File: src/rtl/demux_frame_router_if.sv
// Handshake bundle between the serial frame source, the router and the 1-to-4 demux stage.
// The master side drives the frame stream; the slave side is the router itself.
interface demux_frame_router_if;
    logic       start;
    logic       din;
    logic       din_valid;
    logic [3:0] en_mask;
    logic [1:0] s;
    logic       in_bit;
    logic       out_valid;
    logic       busy;
    logic       frame_done;
    logic       frame_drop;
    logic       frame_err;

    modport master (
        output start, din, din_valid, en_mask,
        input  s, in_bit, out_valid, busy, frame_done, frame_drop, frame_err
    );

    modport slave (
        input  start, din, din_valid, en_mask,
        output s, in_bit, out_valid, busy, frame_done, frame_drop, frame_err
    );
endinterface

File: src/rtl/demux_frame_router.sv
// Frame router ahead of the 1-to-4 demux: captures a 2-bit channel header, then forwards
// payload bits with a registered select, with channel masking, inactivity timeout and abort.
module demux_frame_router #(
    parameter int PAYLOAD_LEN = 8,
    parameter int TIMEOUT     = 16
) (
    input  logic                clk,
    input  logic                rst_n,
    demux_frame_router_if.slave bus
);

    typedef enum logic [1:0] {
        IDLE    = 2'd0,
        HDR     = 2'd1,
        PAYLOAD = 2'd2
    } state_t;

    localparam logic [7:0] PAY_LAST  = 8'(PAYLOAD_LEN - 1);
    localparam logic [7:0] IDLE_LAST = 8'(TIMEOUT - 1);

    state_t     state_q, state_d;
    logic       hdr_cnt_q, hdr_cnt_d;
    logic [1:0] sel_q, sel_d;
    logic [1:0] sel_new;
    logic       drop_q, drop_d;
    logic [7:0] pay_cnt_q, pay_cnt_d;
    logic [7:0] idle_q, idle_d;

    logic [1:0] s_q, s_d;
    logic       in_bit_q, in_bit_d;
    logic       out_valid_q, out_valid_d;
    logic       busy_q, busy_d;
    logic       done_q, done_d;
    logic       fdrop_q, fdrop_d;
    logic       err_q, err_d;

    always_comb begin
        state_d     = state_q;
        hdr_cnt_d   = hdr_cnt_q;
        sel_d       = sel_q;
        sel_new     = {sel_q[0], bus.din};
        drop_d      = drop_q;
        pay_cnt_d   = pay_cnt_q;
        idle_d      = idle_q;
        s_d         = s_q;
        in_bit_d    = 1'b0;
        out_valid_d = 1'b0;
        done_d      = 1'b0;
        fdrop_d     = 1'b0;
        err_d       = 1'b0;

        case (state_q)
            IDLE: begin
                if (bus.start) begin
                    state_d   = HDR;
                    hdr_cnt_d = 1'b0;
                    pay_cnt_d = 8'd0;
                    idle_d    = 8'd0;
                end
            end
            HDR, PAYLOAD: begin
                // start has priority over timeout and completion; the bit in that cycle is dropped
                if (bus.start) begin
                    err_d     = 1'b1;
                    state_d   = HDR;
                    hdr_cnt_d = 1'b0;
                    pay_cnt_d = 8'd0;
                    idle_d    = 8'd0;
                end else if (!bus.din_valid) begin
                    if (idle_q == IDLE_LAST) begin
                        err_d   = 1'b1;
                        state_d = IDLE;
                        idle_d  = 8'd0;
                    end else begin
                        idle_d = idle_q + 8'd1;
                    end
                end else begin
                    idle_d = 8'd0;
                    if (state_q == HDR) begin
                        sel_d = sel_new;
                        if (hdr_cnt_q) begin
                            // channel enable is sampled once here; later mask changes do not matter
                            s_d       = sel_new;
                            drop_d    = ~bus.en_mask[sel_new];
                            state_d   = PAYLOAD;
                            pay_cnt_d = 8'd0;
                        end else begin
                            hdr_cnt_d = 1'b1;
                        end
                    end else begin
                        pay_cnt_d   = pay_cnt_q + 8'd1;
                        out_valid_d = ~drop_q;
                        in_bit_d    = ~drop_q & bus.din;
                        if (pay_cnt_q == PAY_LAST) begin
                            state_d = IDLE;
                            done_d  = 1'b1;
                            fdrop_d = drop_q;
                        end
                    end
                end
            end
            default: state_d = IDLE;
        endcase

        busy_d = (state_d != IDLE);
    end

    always_ff @(posedge clk) begin
        if (!rst_n) begin
            state_q     <= IDLE;
            hdr_cnt_q   <= 1'b0;
            sel_q       <= 2'b00;
            drop_q      <= 1'b0;
            pay_cnt_q   <= 8'd0;
            idle_q      <= 8'd0;
            s_q         <= 2'b00;
            in_bit_q    <= 1'b0;
            out_valid_q <= 1'b0;
            busy_q      <= 1'b0;
            done_q      <= 1'b0;
            fdrop_q     <= 1'b0;
            err_q       <= 1'b0;
        end else begin
            state_q     <= state_d;
            hdr_cnt_q   <= hdr_cnt_d;
            sel_q       <= sel_d;
            drop_q      <= drop_d;
            pay_cnt_q   <= pay_cnt_d;
            idle_q      <= idle_d;
            s_q         <= s_d;
            in_bit_q    <= in_bit_d;
            out_valid_q <= out_valid_d;
            busy_q      <= busy_d;
            done_q      <= done_d;
            fdrop_q     <= fdrop_d;
            err_q       <= err_d;
        end
    end

    assign bus.s          = s_q;
    assign bus.in_bit     = in_bit_q;
    assign bus.out_valid  = out_valid_q;
    assign bus.busy       = busy_q;
    assign bus.frame_done = done_q;
    assign bus.frame_drop = fdrop_q;
    assign bus.frame_err  = err_q;

endmodule

File: src/flat_wrapper.sv
// flat-port wrapper written by rule: the top's interface ports become plain ports
module demux_frame_router_flat 
#(
    parameter int PAYLOAD_LEN = 8,
    parameter int TIMEOUT     = 16
)
  (clk, rst_n, bus_start, bus_din, bus_din_valid, bus_en_mask, bus_s, bus_in_bit, bus_out_valid, bus_busy, bus_frame_done, bus_frame_drop, bus_frame_err);
  demux_frame_router_if bus_i ();
  input  logic clk;
  input  logic rst_n;
  input wire logic [$bits(bus_i.start)-1:0] bus_start;
  input wire logic [$bits(bus_i.din)-1:0] bus_din;
  input wire logic [$bits(bus_i.din_valid)-1:0] bus_din_valid;
  input wire logic [$bits(bus_i.en_mask)-1:0] bus_en_mask;
  output wire logic [$bits(bus_i.s)-1:0] bus_s;
  output wire logic [$bits(bus_i.in_bit)-1:0] bus_in_bit;
  output wire logic [$bits(bus_i.out_valid)-1:0] bus_out_valid;
  output wire logic [$bits(bus_i.busy)-1:0] bus_busy;
  output wire logic [$bits(bus_i.frame_done)-1:0] bus_frame_done;
  output wire logic [$bits(bus_i.frame_drop)-1:0] bus_frame_drop;
  output wire logic [$bits(bus_i.frame_err)-1:0] bus_frame_err;
  assign bus_i.start = bus_start;
  assign bus_i.din = bus_din;
  assign bus_i.din_valid = bus_din_valid;
  assign bus_i.en_mask = bus_en_mask;
  assign bus_s = bus_i.s;
  assign bus_in_bit = bus_i.in_bit;
  assign bus_out_valid = bus_i.out_valid;
  assign bus_busy = bus_i.busy;
  assign bus_frame_done = bus_i.frame_done;
  assign bus_frame_drop = bus_i.frame_drop;
  assign bus_frame_err = bus_i.frame_err;
  demux_frame_router #(.PAYLOAD_LEN(PAYLOAD_LEN), .TIMEOUT(TIMEOUT)) u_core (.clk(clk), .rst_n(rst_n), .bus(bus_i));
endmodule
File: config.mk
export PLATFORM = sky130hd
export DESIGN_NAME = demux_frame_router_flat
export DESIGN_NICKNAME = d
export VERILOG_FILES = /design/src/rtl/demux_frame_router_if.sv /design/src/rtl/demux_frame_router.sv /design/src/flat_wrapper.sv
export SDC_FILE = /design/constraint.sdc
export NUM_CORES = 1
export LEC_CHECK = 0
export BUFFER_PORTS_ARGS = -buffer_cell sky130_fd_sc_hd__buf_2
export CAP_MARGIN = 20
export CORE_ASPECT_RATIO = 1.75
export CORE_MARGIN = 4
export CORE_UTILIZATION = 61
export CTS_CLUSTER_SIZE = 12
export DETAILED_ROUTE_END_ITERATION = 7
export PLACE_DENSITY = 0.88
export SETUP_SLACK_MARGIN = 0.1
export SYNTH_ARGS = -nofsm -noshare
export SYNTH_HDL_FRONTEND = slang
export SYNTH_SLANG_ARGS = --single-unit
File: constraint.sdc
create_clock -name clk -period 3.8 [get_ports clk]
set_clock_uncertainty 0.05 [all_clocks]
set_input_delay 0.57 -clock clk [delete_from_list [all_inputs] [get_ports clk]]
set_output_delay 0.57 -clock clk [all_outputs]
set_load 0.03 [all_outputs]
==> results of run 1 <==
cell families (layout without fill, tap and decap cells):
| kind of cell | count (synthesis) | after routing | synth area share (%) |
|---|---|---|---|
| xor+xnor | 6 | 6 | 3.624 |
| compound gates | 39 | 39 | 16.31 |
| mux | 3 | 3 | 2.934 |
| buf+inv | 8 | 28 | 2.588 |
| simple gates | 76 | 76 | 29.34 |
| fa+ha+maj | 6 | 6 | 5.177 |
| flops | 29 | 29 | 40.03 |
registers in the layout, summed over array words and instances (netlist names):
name / cells
u_core.bus.busy: 1
u_core.bus.frame_done: 1
u_core.bus.frame_drop: 1
u_core.bus.frame_err: 1
u_core.bus.in_bit: 1
u_core.bus.out_valid: 1
u_core.bus.s: 2
u_core.drop_q: 1
u_core.hdr_cnt_q: 1
u_core.idle_q: 8
u_core.pay_cnt_q: 8
u_core.sel_q: 1
u_core.state_q: 2
metal layers:
| metal | global-route usage [%] | share of wire (%) | vias up |
|---|---|---|---|
| met5 | 0 | 0 | - |
| met4 | 14.98 | 4.3 | 0 |
| met3 | 4.218 | 4.6 | 16 |
| met2 | 40.96 | 55 | 37 |
| met1 | 22.00 | 36 | 611 |
| li1 | - | - | 658 |
synth_stat cells, drive strengths merged, types with 4 or more instances:
library cell	n	area (um^2)
a21oi	15	75.07
dfxtp	29	580.6
ha	6	75.07
inv	4	15.01
nand2	13	48.80
nand2b	6	37.54
nand3	9	45.04
nand4	4	25.02
nor2	13	48.80
nor3	5	25.02
o21ai	8	40.03
o31ai	5	37.54
or4	5	37.54
xnor2	6	52.55
per-stage QoR:
stage	utilization (%)	total power, W	setup slack [ns]	instance area [um^2]
CTS	72.81	0.0007236	1.389	1655
floorplan	-	0.0003796	1.561	1450
detailed placement	67.69	0.0003985	1.440	1539
global route	72.81	0.0007499	1.103	1655
global placement	67.69	0.0003951	1.558	1539
finish	72.81	0.0007203	1.382	1655
worst paths after layout:
kind                                   startpoint              endpoint  slack [ns]  depth (start not counted)
worst max-delay path            u_core.state_q[0]   u_core.pay_cnt_q[2]        1.38                          6
worst min register to register      u_core.drop_q  u_core.bus.out_valid        0.44                          1
worst min-delay path                u_core.drop_q  u_core.bus.out_valid        0.44                          1
worst max register to register  u_core.state_q[0]   u_core.pay_cnt_q[2]        1.38                          6
power by group through the flow:
stage / Clock (W) / Sequential (W) / Combinational [W]
after detailed placement: 0 / 0.000325 / 0.0000739
after CTS: 0.000331 / 0.000318 / 0.0000743
after global placement: 0 / 0.000324 / 0.0000713
final: 0.000327 / 0.000318 / 0.0000749
after global routing: 0.000347 / 0.000319 / 0.0000837
after floorplan: 0 / 0.000328 / 0.0000517
area by class of cell:
cell class	instances	area [um^2]	share of cell area, %
timing repair buffer	16	80.08	4.837
sequential	29	580.6	35.07
inverter	4	15.01	0.9070
multi-input combinational	130	832.0	50.26
clock inverter	1	30.03	1.814
tap	25	31.28	1.890
clock buffer	7	86.33	5.215
==> results.md, run 1 <==
* Area growth syn-to-layout at 14.15%
* Most used DFF post-synth: dfxtp_1
* Largest net degree at the start of global routing at 17
* Syn_nets at between 150 and 200
* Synth Register Bits at 29
* Seq pwr share at 44.2%
* Endpoints failing setup at 0
* Slowest CP cell: a21oi_1
* Power Dens Cells at 435.1 nW/um^2
* Cells after Synth at approximately 170
* Max FO, Critical Path at 16
* Via count at between 1000 and 1500
* VDD IR max at roughly 0.0004 V
* Commonest cells after routing, fill and taps aside: dfxtp_1 (29), buf_2 (16), a21oi_1 (15)
* Skew-Pair Late Insertion Delay at slightly below 0.3 ns
* Via density at 6.236
* Leak at around 0.61 nW
* CTS Sinks at 29
* Post-synthesis sequential area ratio at 40.03%
* Die area at between 3000 and 4000 um^2
* First-pass GRT wire length at ~5.5 mm
* Unrepaired setup endpoints after global routing: no
* Total gr overflow at 0
* Post-synth EDFFs at 0
* Total CTS buffers at 5
* Vias in the first global route at between 1000 and 1500
* Worst path cell trace: inv_1, ha_1, nand2b_1, a21oi_1, o311ai_0, o31ai_1
* Post-CTS Resized at 0
* Aggregate global-route resource usage at 22.65%
* Worst-path clk slew at 0.06 ns
* Core Area at around 2300 um^2
* Final hold viol count at 0
* Most common cell after layout, fill and taps aside: dfxtp_1
* Final setup TNS at 0 ns
* Outcome: finished, final reports clean
* H-tree Lvls at 2
* CTS Hold Bufs at 0
* Post-synth cell types at a little over 40
* Max-Cap Viols at 0
* Initial antenna violation count at 0
* Clock Power Share at 45.4%
* Comb pwr share at a little over a tenth
* CP Capture Type: register
* Max-slew violations at 0
* Final hold slack at about 0.44 ns
* Worst-margin pin slew at 0.9259 ns
* Placed cells at 204
* Drt first pass iters at 4
* Sw Share at a little under a quarter
* I/O pin total at 17
* Fmax at 413.6 MHz
* Psw at 0.0001697 W
* Die Y at 72.50 um
* CP arrival at approximately 2.6 ns
* Buf/Inv on CP at 1
* Fin nets at 201
* DR DRC count at 0
* CTS tree: yes
* Number of fill cells at between 150 and 200
* Hold Path Class: reg2reg
* Non-filler cells, final at between 200 and 250
* Synth Cell Area at around 1500 um^2
* FP Rows at 23
* CTS root buf: clkbuf_8
* Die Span X at between 40 and 50 um
* Ys async rst share at 0%
* Crit-path max cell delay at between 0.7 and 0.8 ns
* CP top delay family: compound AO/OA/AOI/OAI gates
* Initial DRC count at a little over 40
* Diodes inserted at 0
* Slew margin rel. at around two fifths
* Gp weighted congestion at around 0.89
* Critical path class: reg2reg
* Initial Utilization at 63.79%
* Final WL at between 3 and 4 mm
* Warnings, synthesis at 0
* Setup Buffers After CTS at 0
* DPL Wire Length at about 2.4 mm
* Avg Cell Area, Syn at about 8.7 um^2
* Kind of start point of the critical path: register
* Int Pwr at between 0.0005 and 0.0006 W
* Minimum clock period at 2.418 ns
* Share of post-route cells with drive strength above 1 at 14.97%
* I/O Buffers at 16
* Tcrit/Tclk final at a little under two thirds
* DR WL/cell at ~15 um
* CTS Buffer Depth at 2
* Detail Route Antenna Nets at 0
* Worst EP required at ~4 ns
Power figures use the tool's default switching activity.
==> run 2: changes to the inputs <==
--- a/config.mk
+++ b/config.mk
@@ -9,10 +9,10 @@
 export CAP_MARGIN = 20
 export CORE_ASPECT_RATIO = 1.75
 export CORE_MARGIN = 4
-export CORE_UTILIZATION = 61
+export CORE_UTILIZATION = 51
 export CTS_CLUSTER_SIZE = 12
 export DETAILED_ROUTE_END_ITERATION = 7
-export PLACE_DENSITY = 0.88
+export PLACE_DENSITY = 0.79
 export SETUP_SLACK_MARGIN = 0.1
 export SYNTH_ARGS = -nofsm -noshare
 export SYNTH_HDL_FRONTEND = slang
==> constraint.sdc (replaced) <==
create_clock -name clk -period 1.97 [get_ports clk]
set_clock_uncertainty 0.05 [all_clocks]
set_input_delay 0.2955 -clock clk [delete_from_list [all_inputs] [get_ports clk]]
set_output_delay 0.2955 -clock clk [all_outputs]
set_load 0.03 [all_outputs]
==> results.md, run 2 (synthesis results as in run 1) <==
* Outcome: finished, final reports clean
* DPL Wire Length at between 2 and 3 mm
* Max-Cap Viols at 0
* Fin nets at ~210
* Die Y at between 70 and 80 um
* FP Rows at 25
* CP top delay family: simple AND/OR/NAND/NOR gates
* Storage cell area at about 600 um^2
* Power Dens Cells at around 730 nW/um^2
* Fmax at 526.3 MHz
* Worst reg2reg path depth at 6
* Diodes inserted at 0
* Vias in the first global route at 1308
* Detail Route Antenna Nets at 0
* Worst path cell trace: inv_2, ha_4, nor2b_4, or4b_4, or4_4, a21oi_2
* Most common cell after layout, fill and taps aside: dfxtp_1
* Endpoints failing setup at 0
* I/O pin total at 17
* Slew margin rel. at 70.67%
* Final hold viol count at 0
* Worst hold path cell count at 2
* CTS tree: yes
* Multi-input logic area at around 860 um^2
* CTS root buf: clkbuf_8
* Slowest CP cell: or4b_4
* Tot Pwr at between 0.001 and 0.0015 W
* FF-to-FF setup slack at approximately 0.07 ns
* Die Span X at between 40 and 50 um
* Kind of start point of the critical path: register
* Minimum clock period at between 1.5 and 2 ns
* Hold wc startpoint: bus_din
* Buf/Inv on CP at 1
* CTS Hold Bufs at 0
* Core Area at 2721 um^2
* Hold Path Class: in2reg
* Final core occ at ~65%
* Largest net degree at the start of global routing at 17
* Area growth syn-to-layout at 21.14%
* Non-filler cells, final at ~230
* Number of fill cells at 231
* Initial Utilization at 53.29%
* Initial DRC count at 32
* I/O Buffers at 16
* CTS Sinks at 29
* CTS Buffer Depth at 2
* CP arrival at approximately 2.1 ns
* Via density at between 6 and 7
* Worst-path clk slew at roughly 0.060 ns
* Final WL at about 3.6 mm
* Max-slew violations at 0
* Skew-Pair Late Insertion Delay at around 0.28 ns
* Gp weighted congestion at approximately 0.86
* Initial antenna violation count at 0
* Unrepaired setup endpoints after global routing: yes
* Worst flop-to-flop path endpoint: u_core.pay_cnt_q[7]
* Total gr overflow at 0
* Drt first pass iters at 4
* Max FO, Critical Path at 7
* VDD IR max at approximately 0.00062 V
* Aggregate global-route resource usage at 19.30%
* Worst R2R Start: u_core.state_q[0]
* Setup WS post-layout at ~0.070 ns
* Via count at around 1400
* Die area at between 3000 and 4000 um^2
* Leak at between 0.6 and 0.7 nW
* Regs by FF count: u_core.idle_q (8), u_core.pay_cnt_q (8)
* Final setup TNS at 0 ns
* Worst-margin pin slew at between 0.4 and 0.5 ns
* Share of post-route cells with drive strength above 1 at roughly 24%
* Total CTS buffers at 5
* Worst Hold End: u_core.bus.in_bit
* DR WL/cell at between 15 and 20 um
* DR DRC count at 0
* H-tree Lvls at 2
* Dpl ws at roughly 0.048 ns
* First-pass GRT wire length at slightly below 6 mm
* Commonest cells after routing, fill and taps aside: dfxtp_1 (27), buf_2 (16), nand2_1 (13), a21oi_1 (13), nor2_1 (13)
* Worst EP required at 2.14 ns
* Crit-path max cell delay at roughly 0.50 ns
* Tcrit/Tclk final at slightly below 100%
* CP Capture Type: register
* Placed cells at about 210
* Critical path class: reg2reg
## run 2: cell types whose count changed in the layout (fill, tap and decap cells not counted), moves of 2 or more
| cell | delta |
|---|---|
| a21oi_1 | -2 |
| buf_4 | +12 |
| inv_1 | -2 |
| inv_2 | +2 |
| a21oi_2 | +2 |
| dfxtp_1 | -2 |
| dfxtp_4 | +2 |
## run 2: repair_timing
| action | CTS | global route |
|---|---|---|
| gates resized for setup | 3 | 2 |
| setup buffers | 1 | 3 |
| endpoints found under the setup margin | 1 | 6 |
| hold endpoints to repair | 0 | 0 |
| gates cloned | 0 | 0 |
## run 2: stage by stage
stage               cell area [um^2]  hold WS, ns
floorplan                       1473       0.3638
global placement                1624       0.4117
detailed placement              1624       0.4330
CTS                             1728       0.2478
global route                    1757       0.2568
finish                          1757       0.2486
## run 2: area by class of cell
| class | instances | area share, % |
|---|---|---|
| sequential | 29 | 33.48 |
| tap | 27 | 1.923 |
| clock buffer | 7 | 4.915 |
| inverter | 4 | 0.8547 |
| multi-input combinational | 130 | 49.15 |
| timing repair buffer | 28 | 9.687 |
## run 2: per-layer routing
| layer | share of wire [%] | wire length, um | vias up | track usage, % |
|---|---|---|---|---|
| li1 | - | - | 677 | - |
| met1 | 36 | 1302 | 649 | 17.12 |
| met2 | 54 | 1954 | 44 | 34.69 |
| met3 | 5.4 | 196 | 12 | 7.021 |
| met4 | 4.0 | 145 | 0 | 13.30 |
| met5 | 0 | 0 | - | 0 |
## run 2: how the worst max path moves through the flow
stage | start | depth (start not counted) | to | slack (ns)
floorplan | u_core.state_q[1] | 7 | u_core.pay_cnt_q[7] | 0.05
global placement | u_core.state_q[1] | 6 | u_core.pay_cnt_q[7] | 0.12
detailed placement | u_core.state_q[0] | 6 | u_core.pay_cnt_q[7] | 0.05
CTS | u_core.state_q[0] | 6 | u_core.pay_cnt_q[7] | 0.07
global route | u_core.state_q[1] | 6 | u_core.pay_cnt_q[7] | 0.009
finish | u_core.state_q[0] | 6 | u_core.pay_cnt_q[7] | 0.07
## run 2: power by group
part	total (W)	internal (W)	switching, W
registers	0.000613	0.000599	0.0000135
logic	0.000188	0.0000811	0.000107
clock network	0.000485	0.000276	0.000209
==> run 3: changes to the inputs <==
--- a/config.mk
+++ b/config.mk
@@ -13,7 +13,7 @@
 export CTS_CLUSTER_SIZE = 12
 export DETAILED_ROUTE_END_ITERATION = 7
 export PLACE_DENSITY = 0.79
-export SETUP_SLACK_MARGIN = 0.1
+export SETUP_SLACK_MARGIN = 0.4
 export SYNTH_ARGS = -nofsm -noshare
 export SYNTH_HDL_FRONTEND = slang
 export SYNTH_SLANG_ARGS = --single-unit
==> results.md, run 3 (synthesis results as in run 1) <==
* Total CTS buffers at 5
* Outcome: finished, final reports clean
* Most common cell after layout, fill and taps aside: dfxtp_1
* Initial Utilization at between 50% and 60%
* Power Dens Cells at ~650 nW/um^2
* Kind of start point of the critical path: register
* Final hold viol count at 0
* CTS Buffer Depth at 2
* Die Y at 78.54 um
* Worst-margin pin slew at 0.3969 ns
* Gp weighted congestion at around 0.81
* Aggregate global-route resource usage at about a quarter
* Endpoints failing setup at 0
* DPL Wire Length at 2.498 mm
* Regs by FF count: u_core.idle_q (8), u_core.pay_cnt_q (8)
* FF-to-FF setup slack at ~0.035 ns
* Critical path class: reg2reg
* Via count at 1637
* Worst flop-to-flop path endpoint: u_core.pay_cnt_q[7]
* Initial DRC count at ~90
* Final instance area at 2236 um^2
* Non-filler cells, final at around 250
* Skew-Pair Late Insertion Delay at between 0.2 and 0.3 ns
* I/O Buffers at 16
* Initial antenna violation count at 0
* Largest net degree at the start of global routing at 15
* Area growth syn-to-layout at 54.18%
* Worst reg2reg path depth at 6
* Fin nets at roughly 230
* DR DRC count at 0
* H-tree Lvls at 2
* Total gr overflow at 0
* Hold Path Class: in2reg
* CP Capture Type: register
* I/O pin total at 17
* CTS tree: yes
* Share of post-route cells with drive strength above 1 at roughly half
* CTS root buf: clkbuf_8
* Placed Area at between 1500 and 2000 um^2
* Placed cells at 212
* Worst path cell trace: inv_4, ha_4, nor2b_4, or4b_4, or4_4, a21oi_2
* Core Area at 2721 um^2
* Worst R2R Start: u_core.state_q[1]
* Final WL at between 5 and 6 mm
* Final hold slack at 0.2418 ns
* VDD IR max at 0.0005427 V
* Drt first pass iters at 4
* CP arrival at 2.10 ns
* Tcrit/Tclk final at slightly below 100%
* Die Span X at roughly 48 um
* Via density at around 6.7
* First-pass GRT wire length at between 7 and 8 mm
* DR WL/cell at 21.87 um
* Max-Cap Viols at 0
* Crit-path max cell delay at roughly 0.52 ns
* Detail Route Antenna Nets at 0
* Fmax at just over 500 MHz
* Die area at around 3800 um^2
* Worst hold path cell count at 2
* Minimum clock period at 1.935 ns
* Setup WS post-layout at 0.03462 ns
* Worst Hold End: u_core.bus.in_bit
* Slew margin rel. at between 70% and 80%
* Commonest cells after routing, fill and taps aside: dfxtp_1 (27), buf_4 (21), buf_2 (16)
* Max-slew violations at 0
* Dpl ws at approximately 0.075 ns
* Hold wc startpoint: bus_din
* Final setup TNS at 0 ns
* Unrepaired setup endpoints after global routing: yes
* Worst EP required at between 2 and 2.5 ns
* Leak at 0.8320 nW
* CTS Sinks at 29
* CTS Hold Bufs at 0
* Worst-path clk slew at 0.07 ns
* Slowest CP cell: or4b_4
* FP Rows at 25
* Vias in the first global route at 1613
* Max FO, Critical Path at 4
* Diodes inserted at 0
-- run 3: what timing repair did --
action                                  in CTS  in global routing
resized for setup                           24                 51
pin swaps                                   10                 25
hold endpoints to repair                     0                  0
endpoints found under the setup margin      21                 27
buffers inserted                            23                  4
-- run 3: report_power, final --
part / leakage [nW] / switching, W / total [W] / internal, W
Combinational: 0.552 / 0.000181 / 0.000340 / 0.000159
Sequential: 0.236 / 0.0000139 / 0.000613 / 0.000599
Clock: 0.0443 / 0.000221 / 0.000497 / 0.000276
-- run 3: critical path, delay by kind of cell (launching register included) --
family / cells / cell delay, ns
AND/OR/NAND/NOR: 3 / 1.08
adder cells (fa/ha/maj): 1 / 0.16
flip-flops: 1 / 0.38
buffers and inverters: 1 / 0.05
AO/OA/AOI/OAI: 1 / 0.13
-- run 3: routing by layer --
metal / vias to the layer above / wire [um] / global-route usage (%)
met5: - / 0 / 0
met4: 0 / 261 / 13.57
met3: 30 / 311 / 6.641
met2: 90 / 2862 / 44.76
met1: 791 / 1946 / 22.29
li1: 726 / - / -
-- run 3: final cells by class --
| cell class | instances | area, um^2 |
|---|---|---|
| Fill cell | 146 | 485.5 |
| Clock buffer | 7 | 86.33 |
| Timing Repair Buffer | 49 | 385.4 |
| Multi-Input combinational cell | 130 | 1125 |
| Tap cell | 27 | 33.78 |
| Sequential cell | 29 | 588.1 |
| Inverter | 4 | 17.52 |
-- run 3: stage by stage --
step / power (W) / utilization (%)
floorplan: 0.0007461 / -
global placement: 0.0007903 / 59.40
detailed placement: 0.0007968 / 59.40
CTS: 0.001359 / 72.74
global route: 0.001497 / 82.16
finish: 0.001450 / 82.16
-- run 3: worst max-delay path by stage --
stage | startpoint | end | cells past startpoint | slack (ns)
after global routing | u_core.state_q[0] | u_core.pay_cnt_q[7] | 6 | 0.02
after global placement | u_core.state_q[1] | u_core.pay_cnt_q[7] | 6 | 0.11
final | u_core.state_q[1] | u_core.pay_cnt_q[7] | 6 | 0.03
after detailed placement | u_core.state_q[1] | u_core.pay_cnt_q[7] | 6 | 0.08
after CTS | u_core.state_q[1] | u_core.pay_cnt_q[7] | 6 | 0.11
after floorplan | u_core.state_q[1] | u_core.pay_cnt_q[7] | 7 | 0.05
